[config.mk]
export PLATFORM = sky130hd
export DESIGN_NAME = pattern_generator_gen2
export DESIGN_NICKNAME = d
export VERILOG_FILES = /design/src/rtl/pattern_generator_gen2.sv
export SDC_FILE = /design/constraint.sdc
export NUM_CORES = 1
export LEC_CHECK = 0
export BUFFER_PORTS_ARGS = -buffer_cell sky130_fd_sc_hd__buf_2
export CAP_MARGIN = 0
export CORE_MARGIN = 2
export CORE_UTILIZATION = 63
export DETAILED_ROUTE_END_ITERATION = 8
export GPL_ROUTABILITY_DRIVEN = 0
export PLACE_DENSITY = 0.84
export SETUP_SLACK_MARGIN = 0.2
export SLEW_MARGIN = 15
export SYNTH_ARGS = -nofsm -noshare
export SYNTH_HDL_FRONTEND = slang
export SYNTH_SLANG_ARGS = --single-unit
[constraint.sdc]
create_clock -name clk -period 4.35 [get_ports clk]
set_clock_uncertainty 0.1 [all_clocks]
set_input_delay 1.0875 -clock clk [delete_from_list [all_inputs] [get_ports clk]]
set_output_delay 1.0875 -clock clk [all_outputs]
set_load 0.005 [all_outputs]
[src/rtl/pattern_generator_gen2.sv]
// pattern_generator_gen2
//   Parametrised test-pattern source. After each line sync it emits LINE_LEN
//   pixels, one per clk, tracking row/column, with a valid strobe, an
//   end-of-line pulse and an abort pulse when a sync cuts a line short.
//   Mode/constVal/X/Y are shadowed and only take effect at a frame start
//   (sync & f_sync).
// Ports
//   clk        master clock
//   rst_n      asynchronous active-low reset
//   f_sync     first-line marker, only meaningful together with sync
//   sync       line start pulse
//   constVal   constant-mode pixel value
//   X, Y       ramp delta per pixel / per line
//   Mode       pattern select
//   cnt        registered pixel value
//   cnt_valid  cnt holds an active pixel
//   line_end   pulses with the last pixel of a line
//   line_abort pulses with col 0 of a line restarted by a mid-line sync
module pattern_generator_gen2 #(
  parameter int unsigned DATA_W   = 12,
  parameter int unsigned LINE_LEN = 1350,
  parameter int unsigned ROW_W    = 12,
  parameter int unsigned CHK_LOG2 = 1,
  parameter int unsigned D_W      = 2,
  parameter bit          SAT_RAMP = 1'b1
) (
  input  logic              clk,
  input  logic              rst_n,
  input  logic              f_sync,
  input  logic              sync,
  input  logic [DATA_W-1:0] constVal,
  input  logic [D_W-1:0]    X,
  input  logic [D_W-1:0]    Y,
  input  logic [2:0]        Mode,
  output logic [DATA_W-1:0] cnt,
  output logic              cnt_valid,
  output logic              line_end,
  output logic              line_abort
);

  localparam int unsigned CW = $clog2(LINE_LEN + 1);
  localparam logic [CW-1:0] LAST_COL = CW'(LINE_LEN - 1);

  typedef enum logic [2:0] {
    MODE_IDLE   = 3'b000,
    MODE_COUNT  = 3'b001,
    MODE_CONST  = 3'b010,
    MODE_WHITE1 = 3'b011,
    MODE_BLACK1 = 3'b100,
    MODE_WHITEN = 3'b101,
    MODE_BLACKN = 3'b110,
    MODE_RAMP   = 3'b111
  } mode_e;

  // Shadowed configuration
  mode_e             mode_q;
  logic [DATA_W-1:0] const_q;
  logic [D_W-1:0]    x_q;
  logic [D_W-1:0]    y_q;

  // Line / pixel tracking. pix_col is the column that the next edge puts on
  // cnt, so the output stage runs one cycle behind the sync.
  logic [ROW_W-1:0]  row_q;
  logic              pix_active;
  logic [CW-1:0]     pix_col;
  logic              abort_pend;

  // Ramp state
  logic [DATA_W-1:0] base_q;
  logic [DATA_W-1:0] acc_q;

  logic              frame_start;
  logic [DATA_W-1:0] base_d;
  logic [DATA_W-1:0] pix_value;
  logic              chk1;
  logic              chkn;

  // Adds a delta with one guard bit; saturation is sticky because deltas are
  // non-negative and an all-ones operand can only overflow again.
  function automatic logic [DATA_W-1:0] ramp_add(input logic [DATA_W-1:0] a,
                                                 input logic [D_W-1:0]    d);
    logic [DATA_W:0] s;
    s = {1'b0, a} + (DATA_W + 1)'(d);
    if (SAT_RAMP && s[DATA_W]) return '1;
    return s[DATA_W-1:0];
  endfunction

  always_comb begin
    frame_start = sync & f_sync;
    base_d      = frame_start ? '0 : ramp_add(base_q, y_q);
    chk1        = pix_col[0] ^ row_q[0];
    chkn        = pix_col[CHK_LOG2] ^ row_q[CHK_LOG2];
    pix_value   = '0;
    case (mode_q)
      MODE_COUNT:  pix_value = DATA_W'(pix_col);
      MODE_CONST:  pix_value = const_q;
      MODE_WHITE1: pix_value = chk1 ? '0 : '1;
      MODE_BLACK1: pix_value = chk1 ? '1 : '0;
      MODE_WHITEN: pix_value = chkn ? '0 : '1;
      MODE_BLACKN: pix_value = chkn ? '1 : '0;
      MODE_RAMP:   pix_value = acc_q;
      default:     pix_value = '0;
    endcase
  end

  always_ff @(posedge clk or negedge rst_n) begin
    if (!rst_n) begin
      mode_q     <= MODE_IDLE;
      const_q    <= '0;
      x_q        <= '0;
      y_q        <= '0;
      row_q      <= '0;
      pix_active <= 1'b0;
      pix_col    <= '0;
      abort_pend <= 1'b0;
      base_q     <= '0;
      acc_q      <= '0;
      cnt        <= '0;
      cnt_valid  <= 1'b0;
      line_end   <= 1'b0;
      line_abort <= 1'b0;
    end else begin
      // Output stage: the pixel for pix_col, using the config of its line.
      if (pix_active) begin
        cnt       <= pix_value;
        cnt_valid <= (mode_q != MODE_IDLE);
        line_end  <= (pix_col == LAST_COL);
      end else begin
        cnt       <= '0;
        cnt_valid <= 1'b0;
        line_end  <= 1'b0;
      end

      // pix_col != 0 while active means a pixel other than the last one is
      // currently on cnt; the abort pulse is delayed to line up with col 0.
      abort_pend <= sync && pix_active && (pix_col != '0);
      line_abort <= abort_pend;

      if (sync) begin
        pix_active <= 1'b1;
        pix_col    <= '0;
        base_q     <= base_d;
        acc_q      <= base_d;
        if (frame_start) begin
          row_q   <= '0;
          mode_q  <= mode_e'(Mode);
          const_q <= constVal;
          x_q     <= X;
          y_q     <= Y;
        end else begin
          row_q <= row_q + ROW_W'(1);
        end
      end else if (pix_active) begin
        pix_col <= pix_col + CW'(1);
        acc_q   <= ramp_add(acc_q, x_q);
        if (pix_col == LAST_COL) pix_active <= 1'b0;
      end
    end
  end

endmodule

# Word-level counts from Yosys, hierarchy flattened

Index checks and enable logic that the tools add are counted.

Multiplexer cells: 25
Reduce and logical (&&, ||, !) cells: 6
$add $sub $neg: 4
Eq/ne operators: 8
Bitwise logic cells: 3

Operators by type and width:

| operator              | number |
|---|---|
| $mux 12               | 13 |
| $pmux 12 s7           | 1 |
| $add 12x2->13         | 2 |
| $mux 11               | 2 |
| $add 12x1->12 const B | 1 |
| $eq 3x3->1 const B    | 4 |
| $add 11x1->11 const B | 1 |
| $eq 11x11->1 const B  | 1 |
| $reduce_bool 11->1    | 1 |
| $mux 1                | 9 |
| $eq 3x2->1 const B    | 2 |
| $eq 3x1->1 const B    | 1 |
| $reduce_bool 3->1     | 1 |
| $logic_and 1x1->1     | 2 |
| $reduce_and 2->1      | 1 |
| $reduce_bool 2->1     | 1 |
| $xor 1x1->1           | 2 |
| $and 1x1->1           | 1 |

Register bits after elaboration: 83
Input bits: 23

# Logic depth before layout (Yosys ltp)

Depth in word-level cells: 7
Gate-level depth with buffers: 7
Gate-level depth less buffers: 7

# Worst setup path after synthesis

OpenSTA, ideal clock, no wires.

Path type: input -> register
Start: input port sync
End: register const_q[10]
Arrival: 2.073 ns
Setup slack: 2.052 ns
Stages: 4
Cell sequence: buf_2 -> nand2_1 -> buf_2 -> mux2_2

Cells in the longest elaborated chain, start to end: 2

Ends and longest elaborated chain:

| item                         | RTL line | RTL |
|---|---|---|
| start, declared              | 30       | `input logic sync,` |
| $and 1x1->1                  | 89       | `frame_start = sync & f_sync;` |
| $reduce_and 2->1 (no line) * | --       |  |
| end signal, assigned         | 147      | `const_q <= constVal;` |
| end, declared                | 57       | `logic [DATA_W-1:0] const_q;` |

Every way passes the cells marked *; elsewhere a longest branch is shown, timed or not.
A chain may end at the register's enable or synchronous reset.

# Worst setup path after layout

Start: input port sync
End: register const_q[7]

Same word-level chain as after synthesis.

==> results.txt <==
----------------------------------------------------
[Setup path]
  Reg-to-reg critical path startpoint ... y_q[0]
  Setup CP Type ... in -> reg
  Crit. End Element ... flip-flop
  Worst EP required ... ~4.5 ns
  Origin of the worst setup path ... sync
  Worst Setup Start Kind ... input port
  Worst EP arrival ... 2.87 ns
  Highest net fanout along the worst path ... 44

[STA]
  Worst hold slack after final layout ... 0.253 ns
  Setup TNS ... 0 ns
  Number of hold violations in the final report ... 0
  Setup ws final ... 1.61 ns
  Worst-Margin Slew ... 1.04 ns
  Setup Viol. Count Final ... 0
  Worst slew slack as a fraction of its limit ... 30.7%
  Clock period minus worst slack ... approximately 2.7 ns
  Maximum operating frequency ... approximately 370 MHz
  Pins over their slew limit ... 0
  Setup repair after global routing missed its margin ... false
  Period Utilization, post-route ... 62.9%

[Clocking]
  CTS Buf Count ... 9
  TritonCTS clock tree ... done
  Longest Clk Path Bufs ... 2
  CTS Hold Buffers Added ... 0
  CTS root buf ... sky130_fd_sc_hd__clkbuf_8
  # Post-CTS Setup Buffers ... 0
  CTS H-Tree Depth ... 3
  Clock slew at the register clock pins of the worst setup and hold paths ... 0.08 ns
  Post-cts sizing count ... 0
  Latest clock arrival within the worst-skew pair ... about 0.36 ns
  Number of sinks handled by clock tree synthesis ... 73

[Route]
  Number of vias after detailed routing ... approximately 3000
  1st-pass router iterations ... 4
  Initial drt markers ... 257
  Detailed route wirelength on metal3 ... 512 um
  Met2 Routed Length ... 4020 um
  Routed len/inst ... 17.5 um
  Number of routed nets with antenna violations ... 0
  Highest metal layer with signal wires ... met4
  Overall routed net length ... 8400 um
  Via/cell ratio ... 6.35
  Final routed DRC violation total ... 0
  Wire length on met1 ... 3660 um

[Logic synthesis]
  Netlist area before placement ... 0.00381 mm2
  Synth Area in Adders ... 3.35%
  Simple-Gate Fraction of Synth Area ... around 15%
  Number of unique standard cell types used by synthesis ... 56
  Area fraction in compound gates after synthesis ... between 10% and 20%
  Synthesized netlist net count ... around 400
  Proportion of synthesized flip-flops having asynchronous set or reset ... 100%
  Synthesis Warnings ... 0
  Most used DFF post-synth ... sky130_fd_sc_hd__dfrtp_1
  Synthesized instance count ... 370
  Share of synthesized area occupied by flip-flops and latches ... 48.0%
  Avg Cell Area, Syn ... 10.3 um2
  Fraction of synthesized area in multiplexers ... 7.19%
  Largest family of logic cells by synthesized area ... compound AO/OA/AOI/OAI gates
  Flop and latch count out of synthesis ... 73
  XOR/XNOR share of the synthesized area ... 2.99%
  Number of enable-type register cells in the synthesized netlist ... 0

[Place]
  Placement Setup Slack ... 1.30 ns
  Cell area after placement ... between 0.004 and 0.005 mm2
  PortBufs ... 37
  Post-DP HPWL ... just under 6000 um
  Number of placed instances with taps included ... roughly 460

[Power and ir drop]
  Max VDD drop ... 0.353 mV
  Total leakage power ... about 1.9 nW
  Ratio of total power to cell area ... 410 mW/mm2

[Floorplan]
  Area of the die ... 0.00668 mm2
  Initial Utilization ... roughly two thirds
  Count of pins on the block boundary ... 38
  Die span in x ... between 80 and 90 um
  Die Span Y ... 81.8 um
  Area of the core ... just under 0.006 mm2
  Number of rows in the core area ... 28

[Worst hold path]
  Hold path start ... abort_pend
  Type of the tightest min-delay check ... reg -> reg

[Run status]
  Result of the run ... completed

[Finish]
  Layout cells sized above 1 ... 19.8%
  Nets ... 432
  Layout Area Growth over Synthesis ... 11.3%
  Final cell area excluding filler cells ... 0.00424 mm2
  Inserted Diodes ... 0
  Number of standard cells in the final layout excluding fillers ... 479

[GRT]
  Wire length of the first global-routing pass ... 13700 um
  Maximum number of pins on one net before global-route repair ... 48
  Global route total overflow ... 0
  Number of antenna violations at the first check in global routing ... 0
  Gr usage total ... 27.1%
  Number of global-route vias before repair ... 2897

[Flow run]
  Max cap viols ... 0

----------------------------------------------------
-- Yosys cell counts, drive strengths merged, types with 8 or more instances --
master,instances,area share (%)
o21ai,21,2.8
o31ai,9,1.9
nand2,17,1.7
nor2,27,2.7
xor2,10,2.3
dfrtp,73,48
clkbuf,16,1.6
a21oi,19,2.5
nor4,8,1.7
a22oi,12,2.4
nand4,8,1.8
a22o,11,2.5
inv,23,2.3
mux2,19,5.6
-- path summary, 6_finish.rpt --
path	to	slack, ns	cells past startpoint
worst min register to register	line_abort	0.25	0
max in group asynchronous	acc_q[3]	2.53	2
worst max-delay path	const_q[7]	1.61	3
worst min-delay path	line_abort	0.25	0
worst max register to register	base_q[1]	1.98	7
min in group asynchronous	pix_col[10]	0.63	1
-- state kept, by name, indices dropped and copies added (netlist names), 3 cells and up --
name	flops
mode_q	3
base_q	12
const_q	12
cnt	12
pix_col	11
acc_q	12
-- worst max-delay path, cell delays in order --
cell and delay [ns]:
sky130_fd_sc_hd__buf_2 0.58, sky130_fd_sc_hd__nand2_1 0.69, sky130_fd_sc_hd__mux2_2 0.50
-- cell usage in the layout (no fill, tap or decap), types with 7 or more instances in the layout --
cell,synthesis,layout
sky130_fd_sc_hd__a22oi_1,12,12
sky130_fd_sc_hd__xor2_1,10,10
sky130_fd_sc_hd__buf_2,4,37
sky130_fd_sc_hd__nor2_1,27,27
sky130_fd_sc_hd__nor4_1,7,7
sky130_fd_sc_hd__nand2_1,17,17
sky130_fd_sc_hd__clkbuf_8,0,10
sky130_fd_sc_hd__mux2_2,19,19
sky130_fd_sc_hd__ha_1,7,7
sky130_fd_sc_hd__dfrtp_1,73,73
sky130_fd_sc_hd__o31ai_1,8,8
sky130_fd_sc_hd__a21oi_1,19,19
sky130_fd_sc_hd__o21ai_0,19,19
sky130_fd_sc_hd__inv_1,23,23
sky130_fd_sc_hd__nor3_1,7,7
sky130_fd_sc_hd__a22o_1,11,11
-- final cells by class --
type / count / area, um2
Fill cell: 430 / 1650
Multi-Input combinational cell: 254 / 1810
Tap cell: 75 / 93.8
Clock buffer: 10 / 138
Sequential cell: 73 / 1830
Timing Repair Buffer: 39 / 200
Clock inverter: 5 / 80.1
Inverter: 23 / 86.3
-- power breakdown --
group,leakage (nW),switching [mW],total [mW],internal (mW)
combinational,0.854,0.171,0.317,0.146
sequential,0.942,0.0706,0.836,0.766
clock,0.104,0.252,0.586,0.334
-- through the flow --
step                util (%)  total power, mW
finish                  72.0             1.74
global placement        68.3             1.15
floorplan                  -             1.05
detailed placement      68.3             1.16
global route            72.0             1.82
CTS                     72.0             1.74
-- metal layers --
metal | vias to the layer above | GRT usage, %
li1 | 1423 | -
met1 | 1482 | 35.3
met2 | 115 | 42.5
met3 | 23 | 7.69
met4 | 0 | 11.7
met5 | - | 0
-- cells by family (layout without fill, tap and decap cells) --
group,after synthesis,in the layout
simple gates,104,104
compound gates,103,103
flops,73,73
buf+inv,43,77
fa+ha+maj,9,9
mux,25,25
xor+xnor,13,13
Note: power is estimated with default switching activity, not from simulation.
